==> config.mk <==
export PLATFORM = sky130hd
export DESIGN_NAME = channel_error_injector
export DESIGN_NICKNAME = d
export VERILOG_FILES = /design/src/rtl/channel_error_injector.sv
export SDC_FILE = /design/constraint.sdc
export NUM_CORES = 1
export LEC_CHECK = 0
export BUFFER_PORTS_ARGS = -buffer_cell sky130_fd_sc_hd__buf_4
export CAP_MARGIN = 25
export CELL_PAD_IN_SITES_DETAIL_PLACEMENT = 1
export CELL_PAD_IN_SITES_GLOBAL_PLACEMENT = 1
export CORE_ASPECT_RATIO = 1.5
export CORE_MARGIN = 1.5
export CORE_UTILIZATION = 40
export DETAILED_ROUTE_END_ITERATION = 12
export PLACE_DENSITY_LB_ADDON = 0.3
export SYNTH_ARGS = -nofsm -noshare
export SYNTH_HDL_FRONTEND = slang
export SYNTH_SLANG_ARGS = --single-unit
==> constraint.sdc <==
create_clock -name clk -period 5 [get_ports clk]
set_input_delay 0.25 -clock clk [delete_from_list [all_inputs] [get_ports clk]]
set_output_delay 0.25 -clock clk [all_outputs]
set_load 0.01 [all_outputs]
==> src/rtl/channel_error_injector.sv <==
// channel_error_injector: one-stage output-register pipeline that flips at most one bit per beat under a per-packet error budget
// Ports: clk/reset (async, active-high); in_valid/in_ready/in_sop/in_eop/in_data upstream beat;
//   err_en/err_count injection control; out_valid/out_ready/out_sop/out_eop/out_data/out_err_mask downstream beat;
//   errs_last errors in last completed packet; proto_err sticky framing violation.
module channel_error_injector #(
  parameter int unsigned DATA_W = 8,
  parameter logic [15:0] SEED = 16'hACE1
) (
  input  logic              clk,
  input  logic              reset,
  input  logic              in_valid,
  output logic              in_ready,
  input  logic              in_sop,
  input  logic              in_eop,
  input  logic [DATA_W-1:0] in_data,
  input  logic              err_en,
  input  logic [2:0]        err_count,
  output logic              out_valid,
  input  logic              out_ready,
  output logic              out_sop,
  output logic              out_eop,
  output logic [DATA_W-1:0] out_data,
  output logic [DATA_W-1:0] out_err_mask,
  output logic [3:0]        errs_last,
  output logic              proto_err
);
  typedef enum logic {IDLE, IN_PKT} state_t;
  state_t state_q, state_d;
  logic [15:0] lfsr_q, lfsr_d;
  logic [2:0] bud_q, bud_d, bud_eff;
  logic [3:0] cnt_q, cnt_d;
  logic in_xfer, orphan, violation, inj;
  logic [DATA_W-1:0] mask;
  assign in_ready = !out_valid || out_ready;
  assign in_xfer = in_valid && in_ready;
  always_comb begin
    orphan = state_q == IDLE && !in_sop;
    violation = orphan || (state_q == IN_PKT && in_sop);
    // Beats outside a packet get no budget, so they always pass through clean.
    bud_eff = in_sop ? err_count : orphan ? 3'd0 : bud_q;
    inj = err_en && bud_eff != 3'd0 && lfsr_q[0];
    mask = inj ? DATA_W'(1) << lfsr_q[3:1] : '0;
    lfsr_d = in_xfer ? {1'b0, lfsr_q[15:1]} ^ (lfsr_q[0] ? 16'hB400 : 16'h0000) : lfsr_q;
    bud_d = in_xfer ? bud_eff - 3'(inj) : bud_q;
    cnt_d = !in_xfer ? cnt_q : in_sop ? 4'(inj) : orphan ? 4'd0 : cnt_q + 4'(inj);
    state_d = !in_xfer ? state_q : in_sop ? (in_eop ? IDLE : IN_PKT) : in_eop ? IDLE : state_q;
  end
  always_ff @(posedge clk or posedge reset) begin
    if (reset) begin
      state_q <= IDLE;
      lfsr_q <= SEED;
      bud_q <= '0;
      cnt_q <= '0;
      out_valid <= 1'b0;
      out_sop <= 1'b0;
      out_eop <= 1'b0;
      out_data <= '0;
      out_err_mask <= '0;
      errs_last <= '0;
      proto_err <= 1'b0;
    end else begin
      state_q <= state_d;
      lfsr_q <= lfsr_d;
      bud_q <= bud_d;
      cnt_q <= cnt_d;
      if (in_xfer) begin
        out_valid <= 1'b1;
        out_sop <= in_sop;
        out_eop <= in_eop;
        out_data <= in_data ^ mask;
        out_err_mask <= mask;
        if (in_eop) errs_last <= cnt_d;
        if (violation) proto_err <= 1'b1;
      end else if (out_ready) begin
        out_valid <= 1'b0;
      end
    end
  end
endmodule

==> results.yml <==
status:
  status: "finished clean"
cts:
  clk_path_buf_depth: 2
  cts_sinks: 48
  cts_resized: 0
  clk_pin_slew_ps: 90
  cts_setup_buffers: 0
  cts_tree: "yes"
  clock-root-buffer: "clkbuf_8"
  htreeDepth: 2
  numCtsBuffers: 5
  clk_latency_ps: 310
logic_synthesis:
  seq_area_frac_synth_pct: 54.1
  avgSynthCellArea_um2: 9.18
  synth_cell_types: 39
  synth.largest_area_cell: "dfrtp_1"
  synthesis.instances: 244
  syn_nets: 267
  yosys_warnings: 0
  synth_area_um2: 2240
  ys_ff_latch: 48
  synth_top_area_share_pct: 44.7
  yosys-top-cells-area: "dfrtp_1 (45%), nand2_1 (12%), dfstp_2 (9.4%)"
global_routing:
  grt.total_usage_pct: 18.3
  gr-total-overflow: 0
  grt_pass1_vias: 1881
  antenna_found_initial: 0
  busiest_layer: "met2"
  use_met2_pct: 30.9
  grt.met1_usage_pct: 22.9
  grt_max_degree: 49
  grt_use_met3_pct: 3.58
  grt_pass1_wl_um: 8660
final_layout:
  layout.nets: 306
  n_antenna_cell: 0
  multi_input_area_um2: 942
  n_fill_cell: 670
  drive_gt1_share_pct: 23.6
  regArea_um2: 1210
  synthToLayoutAreaGrowth_pct: 22.3
timing:
  fin_tns_setup_ps: 0
  max_freq_ghz: 0.405
  setup_viol: 0
  min_period_over_period_pct: 49.4
  fin_crit_ps: 2470
  worst_pin_slew_ps: 707
  finClkSkew_ps: 10.7
  rsz0062_at_grt: "false"
  slew_violations: 0
  final_hold_viol_count: 0
  setup_ws_ps: 2530
  slew_headroom_pct: 52.2
die:
  die_y_um: 94.6
  die_area_um2: 6070
  io_pins: 43
  core-area_um2: 5450
  die_x_um: 64.1
  core.rowCount: 33
  start_util_pct: 41.1
routing:
  viasPerCell: 5.23
  vias: 1852
  antenna_left: 0
  drc: 0
  drt_iter0_drc: 43
  dr.pass1.iters: 4
  wl_per_cell_um: 14.3
  wl_um: 5050
critical_path:
  worstPathArrival_ps: 2730
  critPathKind: "reg -> reg"
  cp_max_fo: 11
  end_kind: "flop"
  critPathRequiredTime_ps: 5260
  worst-r2r-setup-slack_ps: 2530
  cp-start-kind: "flop"
placed_design:
  gp_congestion: 0.800
  port_buffers: 42
  hpwlAfterDp_um: 3600
  dp_slack_ps: 2430
power_and_ir_drop:
  p_leak_nw: 1.28
  ir_drop_uv: 256
  p_per_area_nw_per_um2: 367
min_path:
  worstHoldPathType: "in -> reg"
run:
  drv_cap: 0
-- per-stage QoR --
| step | cells | hold slack, ps | total power [W] | util, % | area, µm² |
|---|---|---|---|---|---|
| after detailed placement | 344 | 449 | 0.000724 | 47.6 | 2590 |
| after global routing | 354 | 136 | 0.00107 | 50.3 | 2740 |
| after global placement | 344 | 440 | 0.000716 | 47.6 | 2590 |
| after floorplan | 244 | 336 | 0.000651 | - | 2240 |
| final | 354 | 129 | 0.00100 | 50.3 | 2740 |
| after CTS | 352 | 126 | 0.00102 | 49.7 | 2710 |
-- layout make-up --
cell class / count / share of cell area (%)
clock buffer: 5 / 2.51
multi-input combinational: 176 / 34.4
sequential: 48 / 44.2
inverter: 6 / 0.822
timing repair buffer: 46 / 13.2
tap: 70 / 3.20
clock inverter: 3 / 1.69
-- final timing paths --
check | startpoint | end | depth (start not counted)
min in group asynchronous | reset | out_eop | 3
max in group asynchronous | reset | lfsr_q[6] | 4
hold reg to reg | lfsr_q[6] | lfsr_q[6] | 2
hold / removal | in_eop | state_q | 2
setup reg to reg | lfsr_q[0] | errs_last[3] | 8
setup / recovery | lfsr_q[0] | errs_last[3] | 8
-- layer usage --
metal  vias to the layer above  part of all wire (%)
met3                        11                   3.1
met5                         -                     0
met2                        30                    51
met4                         0                   2.3
met1                       901                    43
li1                        910                     -
-- synthesized netlist by cell type, drive strengths merged --
master	count
nand2	74
dfrtp	40
o21ai	24
nor2	13
clkbuf	12
a31oi	8
dfstp	8
inv	6
ha	5
nand3	5
a21oi	4
o31ai	4
or4	4
nor3	3
xnor2	3
xor2	3
a22oi	2
a31o	2
buf	2
nand2b	2
nand4	2
nand4b	2
nor2b	2
nor3b	2
o41ai	2
or2	2
a2111oi	1
a21o	1
a22o	1
and2	1
nor4b	1
o21a	1
o21bai	1
or4b	1
-- cells by family after synthesis --
logic type / count (synthesis) / synth area share [%]
AO/OA/AOI/OAI: 51 / 13.9
AND/OR/NAND/NOR: 114 / 23.1
flip-flops: 48 / 54.1
adder cells (fa/ha/maj): 5 / 2.79
XOR/XNOR: 6 / 2.35
buffers and inverters: 20 / 3.85
-- power breakdown --
part / switching [W] / internal (W) / leakage, nW / total [W]
Combinational: 0.000112 / 0.0000822 / 0.632 / 0.000194
Clock: 0.000138 / 0.000151 / 0.0548 / 0.000288
Sequential: 0.0000534 / 0.000469 / 0.597 / 0.000522
Total: 0.000303 / 0.000702 / 1.28 / 0.00100
-- state kept, by name, indices dropped and copies added (netlist names) --
| name | flops |
|---|---|
| bud_q | 3 |
| cnt_q | 4 |
| errs_last | 4 |
| lfsr_q | 16 |
| out_data | 8 |
| out_eop | 1 |
| out_err_mask | 8 |
| out_sop | 1 |
| out_valid | 1 |
| proto_err | 1 |
| state_q | 1 |
-- layout by cell type (no fill, tap or decap), types with 3 or more instances in the layout --
cell type  netlist  routed
a21oi_1          4       4
a31oi_1          8       8
buf_4            1      44
clkbuf_8         0       5
dfrtp_1         40      40
dfstp_2          8       8
ha_1             5       5
inv_1            6       5
nand2_1         73      73
nand3_1          5       5
nor2_1          13      13
o21ai_0         23      23
o31ai_1          4       4
or4_1            4       4
xnor2_1          3       3
xor2_1           3       3
-- worst max-delay path, stage by stage, from the launching register on --
cell	delay (ps)
dfstp_2	630
nand2_4	80
or2_1	350
nor2_1	240
ha_1	210
nand3_1	100
or2_2	290
a2111oi_0	400
a21o_1	120
-- what timing repair did --
action | CTS | global route
endpoints found under the setup margin | 0 | 0
hold buffers | 0 | 1
hold endpoints to repair | 0 | 5
Power figures use the tool's default switching activity.
